## src/rtl/inst_buffer_pkg.sv

```systemverilog
// Shared types and constants for the fetch-to-decode instruction buffer.
//   fetch_entry_t : one buffered instruction (pc, inst, prediction, fetch exceptions), 113 bits
//   DepthDefault  : default number of buffer entries
//   PcW/InstW/CauseW/ExcN : field widths
package inst_buffer_pkg;

    localparam int unsigned DepthDefault = 8;
    localparam int unsigned PcW          = 32;
    localparam int unsigned InstW        = 32;
    localparam int unsigned CauseW       = 7;
    localparam int unsigned ExcN         = 2;

    typedef struct packed {
        logic [PcW-1:0]                 pc;
        logic [InstW-1:0]               inst;
        logic                           pre_taken;
        logic [PcW-1:0]                 pre_addr;
        logic [ExcN-1:0]                is_exception;
        logic [ExcN-1:0][CauseW-1:0]    exception_cause;
    } fetch_entry_t;

endpackage

```

## src/rtl/inst_buffer.sv

```systemverilog
// Instruction buffer between fetch and decode: a circular FIFO of DEPTH entries that
// accepts up to two instructions per cycle and presents the two oldest to decode.
// Ports:
//   clk, rst_n              clock, asynchronous active-low reset
//   flush_i                 drop all entries (redirect); voids this cycle's handshakes
//   enq_valid_i, enq_*_i    per-slot fetch packet, slot 0 older
//   enq_ready_o             room for two entries this cycle
//   out_valid_o, out_*_o    two oldest entries, slot 0 oldest; data zero when invalid
//   out_ready_i             decode accepts slot n (slot 1 only together with slot 0)
module inst_buffer
    import inst_buffer_pkg::*;
#(
    parameter int unsigned DEPTH = DepthDefault
) (
    input  logic                                clk,
    input  logic                                rst_n,
    input  logic                                flush_i,
    input  logic [1:0]                          enq_valid_i,
    input  logic [1:0][PcW-1:0]                 enq_pc_i,
    input  logic [1:0][InstW-1:0]               enq_inst_i,
    input  logic [1:0][PcW-1:0]                 enq_pre_addr_i,
    input  logic [1:0]                          enq_pre_taken_i,
    input  logic [1:0][ExcN-1:0]                enq_is_exception_i,
    input  logic [1:0][ExcN-1:0][CauseW-1:0]    enq_exception_cause_i,
    output logic                                enq_ready_o,
    output logic [1:0]                          out_valid_o,
    output logic [1:0][PcW-1:0]                 out_pc_o,
    output logic [1:0][InstW-1:0]               out_inst_o,
    output logic [1:0][PcW-1:0]                 out_pre_addr_o,
    output logic [1:0]                          out_pre_taken_o,
    output logic [1:0][ExcN-1:0]                out_is_exception_o,
    output logic [1:0][ExcN-1:0][CauseW-1:0]    out_exception_cause_o,
    input  logic [1:0]                          out_ready_i
);

    localparam int unsigned PtrW = $clog2(DEPTH);
    localparam int unsigned CntW = PtrW + 1;

    logic [PtrW-1:0] head_q, head_d, tail_q, tail_d;
    logic [CntW-1:0] count_q, count_d;

    fetch_entry_t mem_q [DEPTH];
    fetch_entry_t enq_e [2];
    fetch_entry_t rd_e  [2];
    fetch_entry_t wdata0, wdata1;
    logic         we0, we1;
    logic [1:0]   n_enq, n_deq;

    // Pack per-slot inputs into entries.
    always_comb begin
        for (int s = 0; s < 2; s++) begin
            enq_e[s].pc              = enq_pc_i[s];
            enq_e[s].inst            = enq_inst_i[s];
            enq_e[s].pre_taken       = enq_pre_taken_i[s];
            enq_e[s].pre_addr        = enq_pre_addr_i[s];
            enq_e[s].is_exception    = enq_is_exception_i[s];
            enq_e[s].exception_cause = enq_exception_cause_i[s];
        end
    end

    // Handshakes and pointer/count next state.
    always_comb begin
        enq_ready_o    = (count_q <= CntW'(DEPTH - 2)) && !flush_i;
        out_valid_o[0] = (count_q >= CntW'(1)) && !flush_i;
        out_valid_o[1] = (count_q >= CntW'(2)) && !flush_i;

        n_deq = 2'd0;
        if (out_valid_o[0] && out_ready_i[0]) begin
            n_deq = (out_valid_o[1] && out_ready_i[1]) ? 2'd2 : 2'd1;
        end

        n_enq = 2'd0;
        if (enq_ready_o) begin
            n_enq = {1'b0, enq_valid_i[0]} + {1'b0, enq_valid_i[1]};
        end

        // Compaction: the first written entry is the oldest valid slot.
        we0    = enq_ready_o && (enq_valid_i != 2'b00);
        we1    = enq_ready_o && (enq_valid_i == 2'b11);
        wdata0 = enq_valid_i[0] ? enq_e[0] : enq_e[1];
        wdata1 = enq_e[1];

        if (flush_i) begin
            head_d  = '0;
            tail_d  = '0;
            count_d = '0;
        end else begin
            head_d  = head_q + PtrW'(n_deq);
            tail_d  = tail_q + PtrW'(n_enq);
            count_d = count_q + CntW'(n_enq) - CntW'(n_deq);
        end
    end

    always_ff @(posedge clk or negedge rst_n) begin
        if (!rst_n) begin
            head_q  <= '0;
            tail_q  <= '0;
            count_q <= '0;
        end else begin
            head_q  <= head_d;
            tail_q  <= tail_d;
            count_q <= count_d;
        end
    end

    // Storage is not reset; count_q gates every read.
    always_ff @(posedge clk) begin
        if (we0) begin
            mem_q[tail_q] <= wdata0;
        end
        if (we1) begin
            mem_q[tail_q + PtrW'(1)] <= wdata1;
        end
    end

    // Read the two oldest entries, zeroed when not valid.
    always_comb begin
        rd_e[0] = out_valid_o[0] ? mem_q[head_q] : '0;
        rd_e[1] = out_valid_o[1] ? mem_q[head_q + PtrW'(1)] : '0;
        for (int s = 0; s < 2; s++) begin
            out_pc_o[s]              = rd_e[s].pc;
            out_inst_o[s]            = rd_e[s].inst;
            out_pre_taken_o[s]       = rd_e[s].pre_taken;
            out_pre_addr_o[s]        = rd_e[s].pre_addr;
            out_is_exception_o[s]    = rd_e[s].is_exception;
            out_exception_cause_o[s] = rd_e[s].exception_cause;
        end
    end

endmodule

```

## config.mk

```make
export PLATFORM = sky130hd
export DESIGN_NAME = inst_buffer
export DESIGN_NICKNAME = d
export VERILOG_FILES = /design/src/rtl/inst_buffer_pkg.sv /design/src/rtl/inst_buffer.sv
export SDC_FILE = /design/constraint.sdc
export NUM_CORES = 2
export LEC_CHECK = 0
export BUFFER_PORTS_ARGS = -buffer_cell sky130_fd_sc_hd__buf_2
export CAP_MARGIN = 20
export CORE_ASPECT_RATIO = 0.5
export CORE_MARGIN = 2
export CORE_UTILIZATION = 60
export DETAILED_ROUTE_END_ITERATION = 7
export PLACE_DENSITY_LB_ADDON = 0.25
export SYNTH_ARGS = -nofsm -noshare
export SYNTH_HDL_FRONTEND = slang
export SYNTH_SLANG_ARGS = --single-unit
```

## constraint.sdc

```tcl
create_clock -name clk -period 16.33 [get_ports clk]
set_input_delay 3.266 -clock clk [delete_from_list [all_inputs] [get_ports clk]]
set_output_delay 3.266 -clock clk [all_outputs]
set_load 0.01 [all_outputs]
```

# == Word-level counts from Yosys, hierarchy flattened ==
# Memory sizes are Yosys's and may differ from the RTL's.
# Cells that the tools add are included.
# totals
out_inout_bits,229
ram_bits,904
register_bits,10
n_memories,1
# op_classes
add_sub_neg,7
n_mux,13
magnitude_cmp,3
eq_ne,1
reduce_logical,9
# mem_list
name,depth,width,read_ports,rd_clocked_by_memory_dff,write_ports,line_no,text
mem_q,8,113,2,0,2,inst_buffer.sv:42,fetch_entry_t mem_q [DEPTH];
# op_table
op,count
$mux W113,3
$logic_and A1 B1 Y1,7
$add A3 B1 Y3 const B,2
$add A3 B2 Y3,2
$mux W2,3
$mux W3,2
$add A4 B2 Y4,1
$ge A4 B1 Y1 const B,1
$ge A4 B2 Y1 const B,1
$le A4 B3 Y1 const B,1
$mux W1,4
$mux W4,1
$sub A4 B2 Y4,1
$add A1 B1 Y2,1
$eq A2 B2 Y1 const B,1
$reduce_bool A2 Y1,1
$logic_not A1 Y1,1

# == Logic depth before layout (Yosys ltp) ==
# depth
ltp_word,7
mapped_depth,14
mapped_depth_nobuf,13

# == Least setup slack after synthesis ==
# OpenSTA, ideal clock, no wires.
# synth_timing
kind,input port to flip-flop
from,input enq_valid_i[0]
to,"memory mem_q[2][0] (netlist name), enable pin"
slack_ns,3.098
arrival_time_ns,12.491
cell_stages,8
setup_ns,0.741
required_ns,15.589
path_cell_list,buf_2 buf_2 buf_2 inv_1 ha_1 nor3b_1 nand2b_1 o21ai_0
# synth_lines
item,line_no,text
start: declaration,inst_buffer.sv:18,"input logic [1:0] enq_valid_i,"
end: declaration,inst_buffer.sv:42,

==> flow_metrics.env <==
export IMPL_fin_area_mm2=0.0595
export IMPL_antenna_found_initial=38
export IMPL_synth_edf_count=904
export IMPL_startpoint_type="input port"
export IMPL_r2r_end="mem_q[4][88]"
export IMPL_tightestPinTransition_ns=1.14
export IMPL_yosysSeqAreaShare=0.504
export IMPL_cp_top_family="buffers and inverters"
export IMPL_rsz0062_at_grt="false"
export IMPL_ys_types=39
export IMPL_synth_area_top_cells="edfxtp_1 50%, mux4_2 19%, mux2_2 6.9%"
export IMPL_rrSetupSlack_ns=10.63
export IMPL_post_route_util=0.668
export IMPL_cts_tree="built"
export IMPL_syn_nets=4119
export IMPL_stdcell_count=5286
export IMPL_grt_pass1_wl_um=241000
export IMPL_synth_seq_cells=914
export IMPL_fin_worst_skew_ns=0.0155
export IMPL_synth_area_mm2=0.0543
export IMPL_r2r_cells=6
export IMPL_synthCells=3870
export IMPL_worstReg2RegStart="tail_q[0]"
export IMPL_maxSlewHeadroom=0.238
export IMPL_crit_arrival_ns=5.86
export IMPL_syn_avg_cell_area_um2=14.0
export IMPL_p_leak_nw=20.3
export IMPL_ir_worst_vdd_uv=139
export IMPL_clock_latency_ns=0.68
export IMPL_power_density_mw_per_mm2=121
export IMPL_tns_ns=0
export IMPL_max_cap_violations=0
export IMPL_initialDrtViolationCount=5541
export IMPL_postCtsHoldBufs=0
export IMPL_hold_path_end="head_q[2]"
export IMPL_cts_max_level=3
export IMPL_drt_wl_total_um=163000
export IMPL_setup_worst_path_end_class="output pin"
export IMPL_drt_vias_per_instance=7.19
export IMPL_crit_slowest_cell="buf_4"
export IMPL_setup_violations=0
export IMPL_worstSetupPathType="in2out"
export IMPL_drcViolationCount=0
export IMPL_numCtsBuffers=84
export IMPL_whs_ns=0.672
export IMPL_cp_cell_sequence="buf_2, a21oi_1, and2_4, buf_4, a22o_1, buf_2"
export IMPL_rows=77
export IMPL_numPortBuffers=461
export IMPL_regArea_mm2=0.0274
export IMPL_period_needed_ns=9.12
export IMPL_place_inst=5099
export IMPL_chipWidth_um=429
export IMPL_grt_overflow=0
export IMPL_final_common_cell="edfxtp_1"
export IMPL_dp_slack_ns=6.85
export IMPL_critPathMaxFanout=67
export IMPL_cts_clk_slew_worst_paths_ns=0.06
export IMPL_cts_resized_gates=0
export IMPL_pin_count=462
export IMPL_start_util=0.610
export IMPL_grt_use_total=0.347
export IMPL_multi_input_area_mm2=0.0250
export IMPL_synth_top_cell_by_area="edfxtp_1"
export IMPL_antenna_left=0
export IMPL_grt_pass1_vias=37950
export IMPL_hold_viol_final=0
export IMPL_status="completed"
export IMPL_ys_async_sr_fraction=0.0109
export IMPL_fin_crit_sh=0.559
export IMPL_most_common_layout_cells="904 x edfxtp_1, 567 x a21oi_1, 460 x buf_2"
export IMPL_slew_viol_final=0
export IMPL_synth_top_cell_area_share=0.500
export IMPL_dpl_cell_area_mm2=0.0568
export IMPL_hpwl_um=93200
export IMPL_fillerInstances=6213
export IMPL_clock_root_buffer="clkbuf_16"
export IMPL_place_gp_congestion=0.867
export IMPL_power_mw=7.19
export IMPL_postCtsSetupBuffers=0
export IMPL_worstHoldPathType="reg2reg"
export IMPL_final_nets=4250
export IMPL_worstHoldStart="head_q[2]"
export IMPL_dieArea_mm2=0.0931
export IMPL_drive_gt1_frac=0.387
export IMPL_path_buf_inv=3
export IMPL_dieHeight_um=217
export IMPL_wl_per_cell_um=30.9
export IMPL_cts_path_max_buffers=3
export IMPL_fmax_ghz=0.110
export IMPL_critPathRequiredTime_ns=13.06
export IMPL_worst_slack_ns=7.21
export IMPL_core_area_mm2=0.0890
export IMPL_crit_top_cell="buf_2"
export IMPL_min_delay_path_depth=2
export IMPL_yosysWarningCount=0
export IMPL_synthToLayoutAreaGrowth_pct=9.52
export IMPL_drtPass1Iterations=8
export IMPL_grt_max_degree=182
export IMPL_vias=38029
export IMPL_clock_sinks=914
export IMPL_ys_flop_type="edfxtp_1"
export IMPL_slowest_delay_ns=0.88
-- synth_stat cells (2+ instances only) --
cell type  number
nor3_1        228
clkbuf_1      203
nor3b_1         2
and2_1          3
a22o_1        226
mux4_2        452
nor2b_1         8
xnor2_1         5
edfxtp_1      904
fa_1            4
buf_6          14
mux2_4        118
nor2_1        347
nand3b_1        5
nand2b_1        3
mux2i_1       113
dfrtp_1        10
o21bai_1        2
inv_1          12
a21oi_1       571
nand4_1         3
buf_2         165
and3_1          3
ha_1           12
buf_1          97
nand2_1         6
nand3_1         9
mux2_2        334
-- worst max-delay path by stage --
stage,slack (ns),from,depth (start not counted),to
4_1_cts,6.81,flush_i,6,out_pre_addr_o[38]
2_1_floorplan,3.10,enq_valid_i[0],8,mem_q[2][0]
3_5_place_dp,6.85,flush_i,6,out_pre_addr_o[38]
5_1_grt,7.09,flush_i,6,out_pc_o[44]
6_report,7.21,flush_i,6,out_pre_addr_o[38]
3_3_place_gp,7.06,flush_i,6,out_pre_addr_o[35]
-- cell families after synthesis --
kind of cell    after synthesis  share of synthesized area
mux                        1017                      0.310
buf+inv                     492                     0.0397
flops                       914                      0.504
compound gates              803                     0.0899
fa+ha+maj                    16                    0.00424
xor+xnor                      7                    0.00127
simple gates                621                     0.0503
-- worst min-delay path, delay by kind of cell, from the launching register on --
kind | cells | cell delay (ns)
flops | 1 | 0.45
xor+xnor | 1 | 0.10
simple gates | 1 | 0.08
-- state kept, by name (all words and copies together) (netlist names) --
| name | flops |
|---|---|
| head_q | 3 |
| count_q | 4 |
| tail_q | 3 |
| mem_q | 904 |
-- area by class of cell --
class | count | area share
clock buffer | 110 | 0.0377
sequential | 914 | 0.461
inverter | 13 | 0.000820
multi-input combinational | 2464 | 0.420
clock inverter | 41 | 0.00639
tap | 1185 | 0.0249
antenna | 35 | 0.00147
timing repair buffer | 524 | 0.0484
-- layer usage --
| layer | track usage | part of all wire | wire length [um] |
|---|---|---|---|
| met1 | 0.448 | 0.35 | 57000 |
| met2 | 0.562 | 0.49 | 79600 |
| met3 | 0.0531 | 0.10 | 16700 |
| met4 | 0.217 | 0.061 | 10000 |
| met5 | 0 | 0.00029 | 47 |
-- power by group --
part	switching [mW]	internal, mW
clock	0.911	1.07
sequential	0.0824	2.76
combinational	1.31	1.06
total	2.31	4.88
Power figures use the tool's default switching activity.
